### src/rtl/pipe_field.sv
// Scrolling pipe field for the flappy-bird playfield: LFSR-chosen gaps, periodic
// insertion, left scroll every TICK_DIV running clocks, with scroll and pass pulses.
`timescale 1ns/1ps

module pipe_field #(
    parameter int         COLS      = 16,
    parameter int         ROWS      = 16,
    parameter int         GAP       = 4,
    parameter int         SPACING   = 6,
    parameter int         TICK_DIV  = 8,
    parameter logic [7:0] LFSR_SEED = 8'hA5
) (
    input  logic                      clk,
    input  logic                      rst,
    input  logic                      run,
    input  logic                      clear,
    output logic [ROWS*COLS-1:0]      field,
    output logic [$clog2(ROWS)-1:0]   next_gap,
    output logic                      scroll_tick,
    output logic                      pipe_passed
);

    localparam int TW        = $clog2(TICK_DIV) + 1;
    localparam int SW        = $clog2(SPACING) + 1;
    localparam int GW        = $clog2(ROWS);
    localparam int FW        = ROWS * COLS;
    localparam int GAP_SLOTS = ROWS - GAP + 1;

    localparam logic [TW-1:0] TICK_LAST = TW'(TICK_DIV - 1);
    localparam logic [SW-1:0] SP_LAST   = SW'(SPACING - 1);

    logic [7:0]      lfsr_q, lfsr_d;
    logic [TW-1:0]   tick_q, tick_d;
    logic [SW-1:0]   sp_q, sp_d;
    logic [FW-1:0]   field_q, field_d;
    logic            scroll_q, scroll_d;
    logic            passed_q, passed_d;

    logic            step;
    logic            col0_any;
    logic [ROWS-1:0] in_col;
    logic [FW-1:0]   shifted;

    // Taps x^8+x^6+x^5+x^4+1; free-running so the gap sequence never stalls.
    assign lfsr_d   = {lfsr_q[6:0], lfsr_q[7] ^ lfsr_q[5] ^ lfsr_q[4] ^ lfsr_q[3]};
    assign next_gap = GW'({24'd0, lfsr_q} % 32'(GAP_SLOTS));

    assign step = run && (tick_q == TICK_LAST);

    // NOTE: every signal driven in always_comb gets a default first, so no latch is inferred.
    always_comb begin
        in_col   = '0;
        col0_any = 1'b0;
        for (int r = 0; r < ROWS; r++) begin
            in_col[r] = (sp_q == '0) &&
                        !((r >= int'(next_gap)) && (r < int'(next_gap) + GAP));
            col0_any  = col0_any | field_q[r*COLS];
        end
    end

    always_comb begin
        shifted = '0;
        for (int r = 0; r < ROWS; r++) begin
            for (int c = 0; c < COLS - 1; c++) begin
                shifted[r*COLS + c] = field_q[r*COLS + c + 1];
            end
            shifted[r*COLS + COLS - 1] = in_col[r];
        end
    end

    // clear outranks a step and suppresses its pulses.
    always_comb begin
        field_d  = field_q;
        tick_d   = tick_q;
        sp_d     = sp_q;
        scroll_d = 1'b0;
        passed_d = 1'b0;
        if (clear) begin
            field_d = '0;
            tick_d  = '0;
            sp_d    = '0;
        end else if (step) begin
            field_d  = shifted;
            tick_d   = '0;
            sp_d     = (sp_q == SP_LAST) ? '0 : sp_q + SW'(1);
            scroll_d = 1'b1;
            passed_d = col0_any;
        end else if (run) begin
            tick_d = tick_q + TW'(1);
        end
    end

    // NOTE: sequential state uses non-blocking assignments so all registers update together.
    always_ff @(posedge clk or posedge rst) begin
        if (rst) begin
            lfsr_q   <= LFSR_SEED;
            tick_q   <= '0;
            sp_q     <= '0;
            field_q  <= '0;
            scroll_q <= 1'b0;
            passed_q <= 1'b0;
        end else begin
            lfsr_q   <= lfsr_d;
            tick_q   <= tick_d;
            sp_q     <= sp_d;
            field_q  <= field_d;
            scroll_q <= scroll_d;
            passed_q <= passed_d;
        end
    end

    assign field       = field_q;
    assign scroll_tick = scroll_q;
    assign pipe_passed = passed_q;

endmodule

### config.mk
export PLATFORM = sky130hd
export DESIGN_NAME = pipe_field
export DESIGN_NICKNAME = d
export VERILOG_FILES = /design/src/rtl/pipe_field.sv
export SDC_FILE = /design/constraint.sdc
export NUM_CORES = 1
export LEC_CHECK = 0
export BUFFER_PORTS_ARGS = -buffer_cell sky130_fd_sc_hd__buf_2
export CAP_MARGIN = 20
export CORE_ASPECT_RATIO = 0.6
export CORE_MARGIN = 4
export CORE_UTILIZATION = 54
export CTS_CLUSTER_DIAMETER = 200
export DETAILED_ROUTE_END_ITERATION = 8
export GPL_TIMING_DRIVEN = 0
export PLACE_DENSITY_LB_ADDON = 0.05
export SLEW_MARGIN = 20
export SYNTH_ARGS = -nofsm -noshare
export SYNTH_HDL_FRONTEND = slang
export SYNTH_SLANG_ARGS = --single-unit
### constraint.sdc
create_clock -name clk -period 12.5 [get_ports clk]
set_clock_uncertainty 0.2 [all_clocks]
set_input_delay 3.75 -clock clk [delete_from_list [all_inputs] [get_ports clk]]
set_output_delay 3.75 -clock clk [all_outputs]
set_load 0.01 [all_outputs]
Word-level counts from Yosys, hierarchy flattened
Cells that the tools add are included.
Word-level totals
  bits in writable memories: 0
  bits of input ports: 4
  memories: 0
  bits in registers: 274
  bits in read-only memories: 0
  bits in latches: 0
Cells by class
  shifts and indexed selects: 0
  multiplexer cells: 12
  $add $sub $neg: 3
  reduce and logical (&&, ||, !) cells: 51
  div/mod/pow operators: 1
  eq/ne operators: 2
  magnitude comparators: 31
  $mul: 0
  bitwise gates (word level): 18
Operators by type and width (number)
  256-bit 2-to-1 mux: 2
  5-bit by 32-bit less-than comparator with 1-bit output, first input constant: 7
  4-bit by 32-bit less-than comparator with 1-bit output, first input constant: 4
  3-bit by 32-bit less-than comparator with 1-bit output, first input constant: 2
  1-bit logical AND: 32
  1-bit by 32-bit less-than comparator with 1-bit output, first input constant: 1
  2-bit by 32-bit less-than comparator with 1-bit output, first input constant: 1
  8-bit by 4-bit remainder unit with 32-bit output, second input constant: 1
  4-bit greater-or-equal comparator, first input constant: 7
  4-bit 2-to-1 mux: 6
  3-bit by 4-bit greater-or-equal comparator with 1-bit output, first input constant: 4
  1-bit logical NOT: 16
  1-bit bitwise OR: 15
  4-bit by 1-bit adder with 4-bit output, second input constant: 2
  4-bit by 3-bit == test with 1-bit output, second input constant: 2
  1-bit by 4-bit greater-or-equal comparator with 1-bit output, first input constant: 2
  2-bit by 4-bit greater-or-equal comparator with 1-bit output, first input constant: 2
  4-bit by 3-bit adder with 5-bit output, second input constant: 1
  4-bit by 5-bit less-than comparator with 1-bit output, first input constant: 1
  4-bit logical NOT: 1
  1-bit 2-to-1 mux: 4
  3-bit nonzero test: 1
  1-bit bitwise XOR: 3
  2-bit nonzero test: 1

Depth between registers and ports, before layout
Gate-level depths: netlist of run 1.
  depth after elaboration: 17
  depth in mapped cells: 29
  gate-level depth less buffers: 27

Least setup slack after synthesis of run 1
OpenSTA, ideal clock, no wires.
  kind: register to output
  start point: register lfsr_q[6]
  end point: output next_gap[3]
  slack: 3517 ps
  required time: 8550 ps
  cell stages (with the launch flop): 23
  arrival: 5033 ps
  cell sequence: dfrtp_1 buf_2 buf_2 nor2b_1 ha_1 nand2b_1 or2_2 and2_2 a21oi_4 xnor2_1 ha_1 nand3_1 mux2i_1 a21oi_1 nand3_4 xnor2_1 ha_1 a21o_1 nor2_1 o211a_1 a2111oi_4 a221oi_2 xnor2_1
Between the ends
  cells in the longest elaborated chain, start to end: 1
Ends and longest elaborated chain
  start: declaration: RTL line 32  | logic [7:0] lfsr_q, lfsr_d;
  start signal: assignment: RTL line 103  | lfsr_q <= lfsr_d;
  8-bit by 4-bit remainder unit with 32-bit output: RTL line 46  | assign next_gap = GW'({24'd0, lfsr_q} % 32'(GAP_SLOTS));
  end: declaration: RTL line 18  | output logic [$clog2(ROWS)-1:0] next_gap,
Every way passes these cells.

Final worst setup path of run 1
Ends and elaborated chain as after synthesis.

==> results of run 1 <==
[metal layers]
layer,up-vias,global-route usage,part of all wire
li1,3903,-,-
met3,39,0.05584,0.086
met5,-,0,0
met4,0,0.05048,0.019
met1,4351,0.4239,0.50
met2,374,0.3237,0.40
[through the flow]
| stage | hold WS, ns | setup slack (ns) | area, µm² | total power [mW] |
|---|---|---|---|---|
| floorplan | 0.1643 | 1.005 | 11280 | 0.9298 |
| global placement | 0.1748 | -1.809 | 12950 | 0.9413 |
| detailed placement | 0.1757 | 2.486 | 13040 | 0.9445 |
| CTS | 0.1926 | 1.902 | 13840 | 1.686 |
| global route | 0.2103 | 1.443 | 13840 | 1.730 |
| finish | 0.1903 | 1.879 | 13840 | 1.672 |
[layout make-up]
| cell class | count | area (µm²) | area share |
|---|---|---|---|
| tap | 273 | 341.6 | 0.02469 |
| clock buffer | 37 | 720.7 | 0.05208 |
| inverter | 16 | 67.56 | 0.004883 |
| buffer | 70 | 304.0 | 0.02197 |
| multi-input combinational | 500 | 4054 | 0.2930 |
| clock inverter | 9 | 78.83 | 0.005697 |
| sequential | 274 | 6862 | 0.4959 |
| timing repair buffer | 268 | 1409 | 0.1018 |
[worst max-delay path, stage by stage, from the launching register on]
cell	delay, ns
dfrtp_1	0.35
buf_2	0.23
buf_2	0.24
nor2b_1	0.18
ha_1	0.27
nand2b_1	0.32
or2_2	0.37
and2_2	0.21
a21oi_4	0.24
xnor2_1	0.21
ha_1	0.29
nand3_1	0.08
mux2i_1	0.08
a21oi_1	0.26
nand3_4	0.18
xnor2_1	0.50
ha_1	0.39
a21o_1	0.21
nor2_1	0.05
o211a_1	0.15
a2111oi_4	0.43
a221oi_2	0.15
xnor2_1	0.48
buf_2	0.26
[logic make-up (layout without fill, tap and decap cells)]
group | after synthesis | in the layout | share of synthesized area
xor gates and xnor gates | 16 | 16 | 0.01242
muxes | 12 | 12 | 0.01165
DFF | 274 | 274 | 0.6083
buffers and inverters | 86 | 400 | 0.03228
AOI/OAI and AO/OA | 343 | 343 | 0.2632
and+or+nand+nor | 113 | 113 | 0.05435
adders and majority gates | 16 | 16 | 0.01775
[power groups by stage]
| stage | clock [mW] | sequential (mW) | combinational, mW |
|---|---|---|---|
| after global placement | 0 | 0.905 | 0.0364 |
| after floorplan | 0 | 0.905 | 0.0252 |
| after detailed placement | 0 | 0.904 | 0.0402 |
| after global routing | 0.797 | 0.887 | 0.0452 |
| after CTS | 0.759 | 0.888 | 0.0401 |
| final | 0.745 | 0.888 | 0.0389 |
[sequential cells by signal, summed over array words and instances, names as in the netlist]
name         flops
field          256
scroll_tick      1
tick_q           4
sp_q             4
pipe_passed      1
lfsr_q           8
[cell usage in the layout, fill, tap and decap left out, types with 4 or more instances in the layout]
master / instances
nor3_1: 8
a22o_1: 243
nand2_1: 23
ha_1: 16
mux2i_1: 9
nand3_1: 14
dfstp_2: 4
nand4b_1: 4
nand2b_1: 5
buf_2: 270
clkbuf_1: 65
nor2_1: 25
clkbuf_16: 25
o211ai_1: 4
a21oi_1: 20
a221o_1: 4
a21o_1: 10
and2_1: 5
xnor2_1: 14
o21ai_1: 4
nor4_1: 6
clkbuf_8: 5
inv_1: 12
o21ai_0: 12
clkinv_2: 5
dfrtp_1: 270
[worst paths after layout]
path,slack [ns],depth (start not counted),startpoint,end
worst max-delay path,1.88,23,lfsr_q[6],next_gap[3]
worst min-delay path,0.19,0,lfsr_q[6],lfsr_q[7]
worst max register to register,5.01,27,lfsr_q[6],field[95]
worst min register to register,0.19,0,lfsr_q[6],lfsr_q[7]
max in group asynchronous,8.06,4,rst,lfsr_q[2]
min in group asynchronous,3.03,2,rst,field[32]
==> results.md, run 1 <==
- Top cells by area, synth: dfrtp_1 60%, a22o_1 19%, clkbuf_1 1.9%, ha_1 1.8%, xnor2_1 1.1%
- Clk buf depth: 3
- Chip width: slightly below 200 µm
- Sequential share of the synthesized area: 0.6083
- Fin util: 0.6827
- Post-DP HPWL: about 22,000 µm
- Average routed wire per standard cell: 20.80 µm
- Crit path time final: roughly 11 ns
- Min-delay worst type: reg2reg
- Resized cells post-CTS: 0
- Most used DFF post-synth: dfrtp_1
- Number of hold violations in the final report: 0
- Yosys top cell by area: dfrtp_1
- NetSw: about 0.36 mW
- Antenna cells: 0
- Final setup violation count: 0
- Mapped Cells: 860
- LEAKAGE: approximately 7.4 nW
- Largest net degree at the start of global routing: 104
- Nets@finish: approximately 1,200
- Number of global-route vias before repair: 8,036
- Slew Limit Headroom: 0.4634
- Routed Antenna Nets: 0
- Post-cts hold buffer count: 0
- Critical path class: reg2out
- Yosys cell types: between 70 and 80
- Non-filler cells in the finished layout: roughly 1,400
- P per Cell Area: around 120 nW/µm²
- Layout overhead on the synthesized area: 22.67%
- CTS tree: done
- Max IR drop VDD: approximately 0.000098 V
- Arr. time, crit path: between 6 and 7 ns
- Via Count: 8,667
- Core ar.: about 20,000 µm²
- Flop pwr share: 0.531
- Slew Viols, Final: 0
- Required time worst endpoint: about 8.6 ns
- Worst Path Max Fanout: 10
- Fmax: about 94 MHz
- Area share of the largest cell type after synthesis: 0.5990
- TritonRoute pass-1 iters: 5
- Final WL: between 30,000 and 40,000 µm
- Die Ht: 120.0 µm
- EDFF count, synth: 0
- Full die area: between 20,000 and 25,000 µm²
- Reg clk slew, reported paths: around 0.06 ns
- Post-CTS Setup Bufs: 0
- Maxcap violations: 0
- Sw Ratio: 0.2140
- RSZ-0062 raised after global routing: false
- Fill cell count: ~1,500
- Setup_tns: 0 ns
- Async SR Flop Fraction: 1.000
- Post-Syn Area: approximately 11,000 µm²
- Placed Cells: 1,401
- Ratio of cells with drive above 1 in the final layout: 0.3007
- Clock root cell: clkbuf_16
- Yosys warns: 0
- Commonest cells post-synth: 270 x dfrtp_1, 243 x a22o_1, 58 x clkbuf_1
- Least-Margin Pin Slew: around 0.8 ns
- First-pass GRT wire length: approximately 48,000 µm
- Clock share of power: 0.446
- Crit end category: primary output
- Max H-tree Level: 1
- Total CTS buffers: 25
- Yosys reg bits: around 270
- Sinks on the clock net: 274
- Congestion Overflow GR: 0
- Final period utilization: 0.8496
- Startpoint types: flip-flop
- Initial Util: 0.5565
- Avg Cell Area, Syn: roughly 13 µm²
- Global Route Usage Sum: 0.2503
- Site row count: 40
- Clk Latency, worst-skew pair: 0.52 ns
- DR vias/cell: approximately 6.0
- Initial drt markers: between 700 and 800
- Logic gate share of total power: 0.023
- Top-count cell post-synth: dfrtp_1
- Remaining DRCs: 0
- Status: complete, no violations
- PortBufs: ~270
- Internal: 1.314 mW
- RePlAce Congestion: between 0.9 and 1
- Post-Synthesis Net Count: a little under 900
- Antenna violations before repair: 0
- Io pins: 266
Power figures use the tool's default switching activity.
==> run 2: changes to the inputs <==
Settings changed: ABC_AREA set to 1.
Clock period 12.5 ns to 11.12 ns, I/O delays scaled along.
==> results.md, run 2 <==
- Sw Ratio: 0.2103
- Top cells by area, synth: dfrtp_1 60%, o22ai_1 12%, inv_1 9.1%, nand2_1 3.7%, ha_1 1.8%
- Site row count: 40
- Min-delay worst type: reg2reg
- TritonRoute pass-1 iters: 5
- Io pins: approximately 270
- Post-Synth XOR/XNOR Area: 0.006171
- Congestion Overflow GR: 0
- Non-filler cells in the finished layout: roughly 1,700
- Final period utilization: 0.7231
- Yosys top cell by area: dfrtp_1
- Logic gate share of total power: 0.025
- Commonest cells post-synth: 274 x inv_1, 270 x dfrtp_1, 218 x o22ai_1
- Slew Limit Headroom: 0.4583
- Slowest CP cell: dfstp_2
- Flop pwr share: 0.518
- Post-Place Setup Slack: roughly 3.6 ns
- First-pass GRT wire length: 48,240 µm
- Slew Viols, Final: 0
- Arr. time, crit path: 4.51 ns
- Synth Area in Compound Gates: 0.1462
- CP startpoint: lfsr_q[5]
- Yosys warns: 0
- Busiest grt layer: met1
- Post-Synthesis Net Count: 1,155
- Reg-to-reg startpoint: lfsr_q[5]
- Min Hold Slack: between 0.2 and 0.25 ns
- Global Route met1 Usage: 0.3895
- Sequential share of the synthesized area: 0.6044
- Post-DP HPWL: between 20,000 and 25,000 µm
- Yosys reg bits: 274
- Clock share of power: 0.458
- Routed Antenna Nets: 0
- Remaining DRCs: 0
- Critical path class: reg2out
- Reg clk slew, reported paths: 0.07 ns
- Clock root cell: clkbuf_16
- Crit end category: primary output
- Startpoint types: flip-flop
- Met3 Use GR: 0.06990
- LEAKAGE: 7.235 nW
- Post-Syn Area: between 10,000 and 15,000 µm²
- NetSw: 0.4053 mW
- Most frequent cells in the layout: 273 x inv_1, 270 x dfrtp_1, 265 x buf_2
- R2r endpoint: field[223]
- Required time worst endpoint: 7.58 ns
- Nets@finish: around 1,500
- Antenna violations before repair: 0
- Multiplexer area fraction after synthesis: 0
- RePlAce Congestion: 0.9056
- R2r worst-path depth: 37
- EDFF count, synth: 0
- Initial Util: 0.5587
- Worst setup margin: 3.079 ns
- PortBufs: ~270
- CP peak stage delay: approximately 0.57 ns
- Max H-tree Level: 1
- Most used DFF post-synth: dfrtp_1
- Status: complete, no violations
- Layout overhead on the synthesized area: 22.98%
- Async SR Flop Fraction: 1.000
- Least-Margin Pin Slew: approximately 0.81 ns
- Core ar.: ~20,000 µm²
- Max reg flops: about 260
- Number of hold violations in the final report: 0
- Worst Path Max Fanout: 8
- Clk buf depth: 3
- Total CTS buffers: 25
- R2R Setup Slk: ~6.3 ns
- Largest net degree at the start of global routing: just under 90
- Antenna cells: 0
- Post-cts hold buffer count: 0
- RSZ-0062 raised after global routing: false
- Final WL: between 20,000 and 30,000 µm
- Largest family of logic cells by synthesized area: compound AO/OA/AOI/OAI gates
- Final setup violation count: 0
- Clk Latency, worst-skew pair: around 0.53 ns
- Crit path time final: 8.041 ns
- DR vias/cell: 5.231
- Ratio of cells with drive above 1 in the final layout: 0.2609
- Commonest non-fill, non-tap cell in the layout: inv_1
- Synth Area in Adders: 0.01763
- Sinks on the clock net: between 200 and 300
- Placed Cells: between 1,500 and 2,000
- Avg Cell Area, Syn: ~10 µm²
- Yosys cell types: 34
- P per Cell Area: roughly 140 nW/µm²
- Post-Synth Simple-Gate Area: 0.1123
- Post-CTS Setup Bufs: 0
- Internal: about 1.5 mW
- Maxcap violations: 0
- Via Count: between 9,000 and 10,000
- Top-count cell post-synth: inv_1
- Initial drt markers: approximately 600
- Mapped Cells: 1,135
- Chip width: 195.2 µm
- Full die area: between 20,000 and 25,000 µm²
- Number of global-route vias before repair: a little under 9,000
- Resized cells post-CTS: 0
- Crit path capture: next_gap[2]
- Area share of the largest cell type after synthesis: 0.5951
- Die Ht: around 120 µm
- Fmax: 124.4 MHz
- Average routed wire per standard cell: 17.34 µm
- Global Route Usage Sum: 0.2532
- Met2 Use GR: 0.3644
- CTS tree: done
- Max IR drop VDD: 0.0001239 V
[run 2: routing by layer]
metal  vias to the layer above  wire length [µm]
li1                       4332                 -
met1                      4321             14120
met2                       311             12530
met3                        43              2650
met4                         0               567
met5                         -                 0
[run 2: final cells by class]
cell class | count | area [µm²]
repair buffers | 268 | 1409
fillers | 1633 | 6357
clock buffers | 38 | 754.5
inverters | 284 | 1081
well taps | 273 | 341.6
multi-input cells | 523 | 3206
flip-flops and latches | 274 | 6862
clock inverters | 8 | 96.34
plain buffers | 54 | 212.7
[run 2: how the worst min path moves through the flow]
stage	from	endpoint	cells past startpoint
5_1_grt	lfsr_q[5]	lfsr_q[6]	0
3_5_place_dp	lfsr_q[5]	lfsr_q[6]	0
3_3_place_gp	lfsr_q[5]	lfsr_q[6]	0
2_1_floorplan	lfsr_q[5]	lfsr_q[6]	0
6_report	lfsr_q[5]	lfsr_q[6]	0
4_1_cts	lfsr_q[5]	lfsr_q[6]	0
[run 2: power by group through the flow]
stage | combinational, mW | sequential (mW) | clock (mW)
final | 0.0474 | 0.998 | 0.882
after global routing | 0.0538 | 0.997 | 0.940
after CTS | 0.0488 | 0.998 | 0.900
after detailed placement | 0.0486 | 1.02 | 0
after global placement | 0.0445 | 1.02 | 0
after floorplan | 0.0318 | 1.02 | 0
[run 2: cell families after synthesis]
family	count (synthesis)
AO/OA/AOI/OAI	270
XOR/XNOR	8
adder cells (fa/ha/maj)	16
buffers and inverters	338
flip-flops	274
AND/OR/NAND/NOR	229
[run 2: critical path: cells and delay by family (launching register included)]
kind                       cells  cell delay [ns]
buffers and inverters          7             0.66
DFF                            1             0.57
and+or+nand+nor               21             2.15
adders and majority gates      3             0.59
[run 2: per-stage QoR]
step | total power, mW | instance area [µm²] | utilization | setup TNS (ns)
after global placement | 1.062 | 13020 | 0.6408 | -789.33
after global routing | 1.991 | 13960 | 0.6871 | 0
after CTS | 1.946 | 13960 | 0.6871 | 0
after floorplan | 1.049 | 11350 | - | 0
after detailed placement | 1.065 | 13110 | 0.6453 | 0
final | 1.928 | 13960 | 0.6871 | 0
